[config.mk]
export PLATFORM = sky130hd
export DESIGN_NAME = reg_writeback
export DESIGN_NICKNAME = d
export VERILOG_FILES = /design/src/rtl/reg_writeback.sv
export SDC_FILE = /design/constraint.sdc
export NUM_CORES = 1
export LEC_CHECK = 0
export CAP_MARGIN = 20
export CORE_MARGIN = 2
export CORE_UTILIZATION = 50
export CTS_BUF_LIST = sky130_fd_sc_hd__clkbuf_16
export DETAILED_ROUTE_END_ITERATION = 16
export DONT_BUFFER_PORTS = 1
export MAX_ROUTING_LAYER = met4
export PLACE_DENSITY = 0.76
export SETUP_SLACK_MARGIN = 0.05
export SYNTH_ARGS = -nofsm -noshare
export SYNTH_HDL_FRONTEND = slang
export SYNTH_SLANG_ARGS = --single-unit
[constraint.sdc]
create_clock -name clk -period 2.5 [get_ports clk]
set_input_delay 0.375 -clock clk [delete_from_list [all_inputs] [get_ports clk]]
set_output_delay 0.375 -clock clk [all_outputs]
set_load 0.01 [all_outputs]
[src/rtl/reg_writeback.sv]
// Writeback stage: 2-entry in-order queue of {one-hot target, data} retiring into DR0-DR3.
// Latency: accept at edge N, register written at edge N+1 at the earliest; backpressure via wr_ready (state only).
module reg_writeback #(
    parameter int         DEPTH   = 2,
    parameter logic [7:0] RST_VAL = 8'h00
) (
    input  logic       clk,
    input  logic       rst_n,
    input  logic       wr_valid,
    output logic       wr_ready,
    input  logic [3:0] wr_tgt,
    input  logic [7:0] wr_data,
    input  logic       wb_hold,
    output logic [7:0] DR0,
    output logic [7:0] DR1,
    output logic [7:0] DR2,
    output logic [7:0] DR3,
    output logic [3:0] pending,
    output logic       tgt_err
);

    localparam logic [1:0] EMPTY = 2'd0;
    localparam logic [1:0] ONE   = 2'd1;
    localparam logic [1:0] FULL  = 2'd2;

    logic [1:0] state;
    logic [3:0] q_tgt [DEPTH];
    logic [7:0] q_dat [DEPTH];
    logic       accept;
    logic       retire;
    logic [3:0] in_tgt;

    // Lowest set bit wins; a zero target stays zero and writes nothing at retire.
    function automatic logic [3:0] decode(input logic [3:0] t);
        logic [3:0] d;
        d = 4'b0000;
        if (t[0])      d = 4'b0001;
        else if (t[1]) d = 4'b0010;
        else if (t[2]) d = 4'b0100;
        else if (t[3]) d = 4'b1000;
        return d;
    endfunction

    assign in_tgt   = decode(wr_tgt);
    assign wr_ready = (state != FULL);
    assign accept   = wr_valid && wr_ready;
    assign retire   = (state != EMPTY) && !wb_hold;

    // Slot 0 is always the head; a retire from FULL shifts slot 1 down.
    always_ff @(posedge clk or negedge rst_n) begin
        if (!rst_n) begin
            state <= EMPTY;
            for (int i = 0; i < DEPTH; i++) begin
                q_tgt[i] <= 4'b0000;
                q_dat[i] <= 8'h00;
            end
        end else begin
            case (state)
                EMPTY: begin
                    if (accept) begin
                        q_tgt[0] <= in_tgt;
                        q_dat[0] <= wr_data;
                        state    <= ONE;
                    end
                end
                ONE: begin
                    if (accept && retire) begin
                        q_tgt[0] <= in_tgt;
                        q_dat[0] <= wr_data;
                    end else if (accept) begin
                        q_tgt[1] <= in_tgt;
                        q_dat[1] <= wr_data;
                        state    <= FULL;
                    end else if (retire) begin
                        state <= EMPTY;
                    end
                end
                FULL: begin
                    if (retire) begin
                        q_tgt[0] <= q_tgt[1];
                        q_dat[0] <= q_dat[1];
                        state    <= ONE;
                    end
                end
                default: state <= EMPTY;
            endcase
        end
    end

    always_ff @(posedge clk or negedge rst_n) begin
        if (!rst_n) begin
            DR0     <= RST_VAL;
            DR1     <= RST_VAL;
            DR2     <= RST_VAL;
            DR3     <= RST_VAL;
            tgt_err <= 1'b0;
        end else begin
            tgt_err <= accept && (wr_tgt == 4'b0000);
            if (retire) begin
                if (q_tgt[0][0]) DR0 <= q_dat[0];
                if (q_tgt[0][1]) DR1 <= q_dat[0];
                if (q_tgt[0][2]) DR2 <= q_dat[0];
                if (q_tgt[0][3]) DR3 <= q_dat[0];
            end
        end
    end

    assign pending = ((state != EMPTY) ? q_tgt[0] : 4'b0000)
                   | ((state == FULL)  ? q_tgt[1] : 4'b0000);

endmodule

==> summary.txt, run 1 <==
Worst setup path
  • R2r endpoint: q_dat[5]
  • CP Capture Type: output pin
  • CP Cell Sequence: nor2b_4 -> inv_1
  • R2R depth: 3
  • FF-to-FF setup slack: ~0.76 ns
  • Crit path max-delay cell type: nor2b_4
  • CP required: about 2.1 ns
  • Startpoint types: flip-flop
  • Reg2reg start: state[1]
  • Arr. time, crit path: about 1.5 ns
  • Kind of critical path: flip-flop to output pin
  • Slowest stage delay, CP: ~0.5 ns
  • CP max FO: 14

Place
  • Routability cong.: roughly 0.78
  • Pre-CTS setup slack: between 0.7 and 0.8 ns
  • Port Buffer Count: 0
  • Hpwl dp: 3.20 mm

CTS
  • TritonCTS clock tree: yes
  • Clock transition at path regs: 0.05 ns
  • H-tree levels: 3
  • Clk sink count: just under 60
  • CTS Buffer Depth: 2
  • Post CTS Setup Buffer Count: 0
  • Clock root buffer: clkbuf_16
  • Clk_lat worst skew: between 0.3 and 0.4 ns
  • Num CTS Buffers: 9

Detailed routing
  • Vias per inst: between 5 and 6
  • Routed vias: 1,373
  • DRT Pass-1 Iters: 4
  • Iter 0 DRT Violations: 82
  • Post-route ant nets: 0
  • # DRC: 0
  • Routed len/inst: around 19 um
  • Detailed Route WL: about 4.7 mm

Min path
  • Hold crit path type: primary input to flip-flop
  • HP Start: wr_tgt[0]
  • WHS Endpoint: q_tgt[0]
  • Worst hold path cell count: 1

Logic synthesis
  • Asr flop ratio synth: 1.00
  • Cell count after synthesis: 166
  • #FFs+latches synth: slightly below 60
  • Synth Flop Type: dfrtp_1
  • Synth unique cells: 25
  • Sequential-to-total area share from yosys stat: 0.577
  • Synth Warn #: 0
  • Mapped cell area: roughly 2600 um^2
  • Syn Nets: between 150 and 200
  • Avg Cell Area, Syn: 15.4 um^2
  • Post-synth EDFFs: 0

Die
  • Initial Util: 0.510
  • Die Y: 75.5 um
  • Placeable core region: 5010 um^2
  • Die area: between 5000 and 6000 um^2
  • DIE WIDTH: 75.5 um
  • IO Count: 54
  • Row count: 26

Pwr
  • Part of the power in registers: 0.500
  • Net Sw Power: about 1.1 mW
  • Clock network power share: 0.321
  • Sw frac: 0.297
  • Comb power frac: 0.179
  • Pint: roughly 2.5 mW
  • Total Power: around 3.6 mW
  • P_leak: 1.30 nW
  • Maximum vdd ir drop: 0.000453 V
  • PwrDens: approximately 1200 nW/um^2

Final layout
  • Multi-input gate area: around 1000 um^2
  • Layout cells sized above 1: 0.500
  • Total Nets Final: about 190
  • Post-layout util: 0.579
  • Antenna Diode Count: 0
  • Register area: 1480 um^2
  • # fillers: slightly above 400
  • Layout area overhead: 13.5%

STA
  • Min Tclk post-route: around 1.8 ns
  • RSZ-0062 raised after global routing: false
  • Worst-Margin Slew: between 0.6 and 0.7 ns
  • FMAX: ~550 MHz
  • Final hold vios: 0
  • Fin crit share: 0.734
  • Setup ws final: approximately 0.67 ns
  • Final setup viols: 0
  • Slew HR: 0.562
  • Slew Viols, Final: 0
  • Clock skew: about 0.0035 ns
  • Total negative slack: 0 ns

Outcome
  • Run status: completed

Global route
  • Gr usage total: 0.186
  • Vias in the first global route: roughly 1,500
  • Pin count of the biggest net entering global routing: 60
  • First-pass GRT wire length: between 7 and 8 mm
  • Total grt overflow: 0
  • Initial antenna violation count: 0

Job
  • Maximum Capacitance Violations: 0
==> state kept, by name (all words and copies together), names as in the netlist <==
signal	cells
DR0	8
DR1	8
DR2	8
DR3	8
q_dat	16
q_tgt	8
state	2
tgt_err	1
==> synth_stat cells, drive strengths merged, types with 2 or more instances <==
| master | n | area share |
|---|---|---|
| mux2i | 2 | 0.0078 |
| buf | 6 | 0.025 |
| nor2b | 3 | 0.011 |
| dfrtp | 59 | 0.58 |
| nand2 | 5 | 0.011 |
| inv | 4 | 0.0059 |
| nor2 | 6 | 0.0088 |
| a21oi | 5 | 0.0098 |
| mux2 | 67 | 0.32 |
==> power groups by stage <==
stage	combinational (mW)	sequential, mW	clock (mW)
floorplan	0.582	1.70	0
global placement	0.589	1.78	0
detailed placement	0.627	1.82	0
CTS	0.656	1.80	1.18
global route	0.701	1.86	1.23
finish	0.644	1.80	1.15
==> repair_timing <==
action	4_1_cts	5_1_grt
gates resized for setup	0	0
endpoints found under the hold margin	59	0
hold buffers	2	0
==> worst max path at each step <==
stage	start	endpoint	depth (start not counted)
finish	state[1]	wr_ready	2
global route	state[1]	wr_ready	2
CTS	state[1]	wr_ready	2
detailed placement	state[1]	q_dat[10]	3
global placement	state[1]	q_dat[9]	3
floorplan	state[1]	q_dat[11]	5
==> through the flow <==
stage | instances | hold WS, ns | cell area [um^2]
2_1_floorplan | 166 | 0.0794 | 2560
3_3_place_gp | 230 | 0.0806 | 2580
3_5_place_dp | 230 | 0.0804 | 2580
4_1_cts | 248 | 0.195 | 2900
5_1_grt | 248 | 0.193 | 2900
6_report | 248 | 0.201 | 2900
==> final cells by class <==
cell class              instances  share of cell area
clock buffers                   9              0.0776
clock inverters                 7              0.0203
inverters                       4             0.00517
multi-input cells              97               0.345
flip-flops and latches         59               0.509
well taps                      70              0.0302
repair buffers                  2              0.0129
==> cells in the final DEF, fill, tap and decap left out, types with 2 or more instances in the layout <==
master	netlist	final
clkbuf_16	0	9
a21oi_1	5	5
nand2_2	4	4
nor2_1	6	6
clkinv_2	0	5
mux2_2	50	50
inv_1	4	4
mux2_1	3	3
mux2_4	14	14
dfrtp_1	59	59
mux2i_1	2	2
==> metal layers <==
metal,track usage,up-vias,share of wire,routed length [um]
met5,-,-,0,0
met4,0.101,0,0.026,120
met3,0.0595,12,0.061,286
met2,0.289,44,0.50,2340
met1,0.215,714,0.42,1950
li1,-,603,-,-
==> logic make-up (layout without fill, tap and decap cells) <==
| family | after synthesis | count (layout) | share of synthesized area |
|---|---|---|---|
| flops | 59 | 59 | 0.577 |
| compound gates | 9 | 9 | 0.0220 |
| simple gates | 19 | 19 | 0.0465 |
| mux | 69 | 69 | 0.323 |
| buf+inv | 10 | 22 | 0.0308 |
==> critical path, delay by kind of cell, from the launching register on <==
family                 cells  cell delay, ns
DFF                        1            0.46
buffers and inverters      1            0.18
and+or+nand+nor            1            0.49
Power figures use the tool's default switching activity.
==> run 2: changes to the inputs <==
==> constraint.sdc (replaced) <==
create_clock -name clk -period 1.7 [get_ports clk]
set_input_delay 0.255 -clock clk [delete_from_list [all_inputs] [get_ports clk]]
set_output_delay 0.255 -clock clk [all_outputs]
set_load 0.01 [all_outputs]
==> run 2 against run 1 <==
Compared with the run above:
- the run now ends with hold timing left
- via count fell by 2.8%
- clock skew is 0.0032 ns higher
- sequential power increased by 47%
- setup slack got worse by 0.51 ns
- core utilization down 1.0 points
- die area is the same
- wire length shrank 0.26%
- critical endpoint is now q_dat[15]
- highest routed layer unchanged
==> summary.txt, run 2 (synthesized netlist as in run 1, its figures left out) <==
Outcome
  • Run status: finished, violations left
  • Failing checks: hold timing

STA
  • Worst hold slack: -0.367 ns (-0.568 ns)
  • Total negative slack: 0 ns (unchanged)
  • Final hold vios: 59 (+59)
  • Worst-Margin Slew: 0.382 ns (-0.272 ns)
  • Slew Viols, Final: 0 (unchanged)
  • Setup ws final: 0.154 ns (-0.511 ns)
  • Min Tclk post-route: around 1.5 ns
  • Slew HR: 0.745 (+0.183)
  • Final setup viols: 0 (unchanged)
  • RSZ-0062 raised after global routing: false
  • FMAX: ~650 MHz
  • Fin crit share: 0.909
  • Clock skew: 0.00675 ns (+0.00324 ns)

Global route
  • Gr usage total: 0.192 (+0.00557)
  • Gr busiest metal: met2
  • Initial antenna violation count: 0 (unchanged)
  • First-pass GRT wire length: 7.44 mm (+2.3%)
  • Total grt overflow: 0 (unchanged)
  • Met3 Resource Use GR: 0.0622 (+0.00265)
  • Routing usage on met1: 0.215 (-0.000425)
  • GR Util met2: 0.297 (+0.00773)
  • Pin count of the biggest net entering global routing: 60 (unchanged)
  • Vias in the first global route: 1,453 (-0.14%)

Final layout
  • Register area: 1480 um^2 (unchanged)
  • Top reg by flops: q_dat
  • Antenna Diode Count: 0 (unchanged)
  • Layout area overhead: 11.5%
  • Most frequent cells in the layout: dfrtp_1, mux2_2, mux2_4, clkbuf_16, inv_1
  • Most common cell after layout, fill and taps aside: dfrtp_1
  • Max reg flops: 16 (unchanged)
  • Multi-input gate area: 1000 um^2 (unchanged)
  • Layout cells sized above 1: 0.486 (-0.0141)
  • Total Nets Final: 191 (+1.1%)
  • # fillers: 417 (+2.5%)

Worst setup path
  • CP max FO: 7 (-7)
  • Arr. time, crit path: 1.74 ns (+0.28 ns)
  • Most used cell, CP: mux2_4
  • Kind of critical path: flip-flop to flip-flop
  • Startpoint types: flip-flop
  • CP Cell Sequence: nor2b_4 -> buf_4 -> mux2_4 -> mux2_4
  • CP Capture Type: flip-flop
  • Top delay family on crit path: multiplexers
  • Worst path bufs/invs: 1 (unchanged)
  • CP required: 1.90 ns (-0.22 ns)
  • Slowest stage delay, CP: 0.45 ns (-0.04 ns)
  • Crit path max-delay cell type: dfrtp_1

Die
  • Placeable core region: 5010 um^2 (unchanged)
  • IO Count: 54 (unchanged)
  • Initial Util: 0.510 (unchanged)
  • Row count: 26 (unchanged)
  • DIE WIDTH: 75.5 um (unchanged)
  • Die area: 5700 um^2 (unchanged)
  • Die Y: 75.5 um (unchanged)

CTS
  • Post-CTS resize count: 0 (unchanged)
  • Num CTS Buffers: 9 (unchanged)
  • Post CTS Setup Buffer Count: 0 (unchanged)
  • Clock root buffer: clkbuf_16
  • Clock transition at path regs: 0.05 ns (about the same)
  • Clk sink count: 59 (unchanged)
  • TritonCTS clock tree: yes
  • Clk_lat worst skew: 0.32 ns (about the same)
  • H-tree levels: 3 (unchanged)
  • CTS Buffer Depth: 2 (unchanged)

Place
  • Pre-CTS setup slack: 0.169 ns (-0.613 ns)
  • Hpwl dp: 3.33 mm (+4.0%)
  • Routability cong.: 0.768 (-1.0%)
  • Port Buffer Count: 0 (unchanged)

Detailed routing
  • Vias per inst: 5.40 (-2.4%)
  • Routed len/inst: 18.9 um (+0.15%)
  • Post-route ant nets: 0 (unchanged)
  • DRT Pass-1 Iters: 4 (unchanged)
  • # DRC: 0 (unchanged)
  • Detailed Route WL: 4.68 mm (-0.26%)
  • Iter 0 DRT Violations: 49 (-40%)
  • Routed vias: 1,335 (-2.8%)

Pwr
  • Maximum vdd ir drop: 0.000680 V (+50%)
  • PwrDens: 1770 nW/um^2 (+43%)
  • P_leak: 1.29 nW (-1.1%)
  • Total Power: 5.03 mW (+40%)

Min path
  • Hold crit path type: primary input to async pin

Job
  • Maximum Capacitance Violations: 0 (unchanged)
==> run 2: changes by cell type in the layout (fill, tap and decap cells not counted) <==
cell           previous run  this run
clkinv_2                  5         0
buf_16                    1         0
dlygate4sd3_1             1         0
inv_1                     4         7
bufinv_16                 1         0
buf_4                     0         4
==> run 2: where the power goes <==
group	switching (mW)	internal, mW	total (mW)
logic	0.328	0.605	0.933
registers	0.647	2.01	2.65
clock network	0.519	0.931	1.45
total	1.49	3.54	5.03
==> run 2: cell type report <==
class,count,share of cell area
clock buffer,9,0.0790
timing repair buffer,4,0.0105
multi-input combinational,97,0.351
sequential,59,0.518
inverter,4,0.00527
clock inverter,4,0.00527
tap,70,0.0307
==> run 2: worst reg2reg max path, cell delays in order (launching register included) <==
cell and delay (ns):
dfrtp_1 0.45, nor2b_4 0.21, buf_4 0.19, mux2_4 0.31, mux2_4 0.26
==> run 2: final timing paths <==
| check | slack [ns] | end | cells past startpoint | start |
|---|---|---|---|---|
| max | 0.15 | q_dat[15] | 4 | state[1] |
| min | -0.37 | tgt_err | 0 | rst_n |
| max reg2reg | 0.15 | q_dat[15] | 4 | state[1] |
| min reg2reg | 0.50 | q_dat[1] | 1 | q_dat[1] |
| max in group asynchronous | 1.97 | DR0[7] | 0 | rst_n |
| min in group clk | 0.09 | q_dat[6] | 1 | wr_data[6] |
==> run 2: stage by stage <==
stage | instances | util | cell area (um^2)
5_1_grt | 247 | 0.569 | 2850
4_1_cts | 247 | 0.569 | 2850
3_5_place_dp | 234 | 0.521 | 2610
2_1_floorplan | 166 | - | 2560
6_report | 247 | 0.569 | 2850
3_3_place_gp | 234 | 0.521 | 2610
==> run 2: metal layers <==
| metal | up-vias | part of all wire |
|---|---|---|
| li1 | 606 | - |
| met4 | 0 | 0.034 |
| met5 | - | 0 |
| met3 | 14 | 0.057 |
| met2 | 41 | 0.51 |
| met1 | 674 | 0.40 |
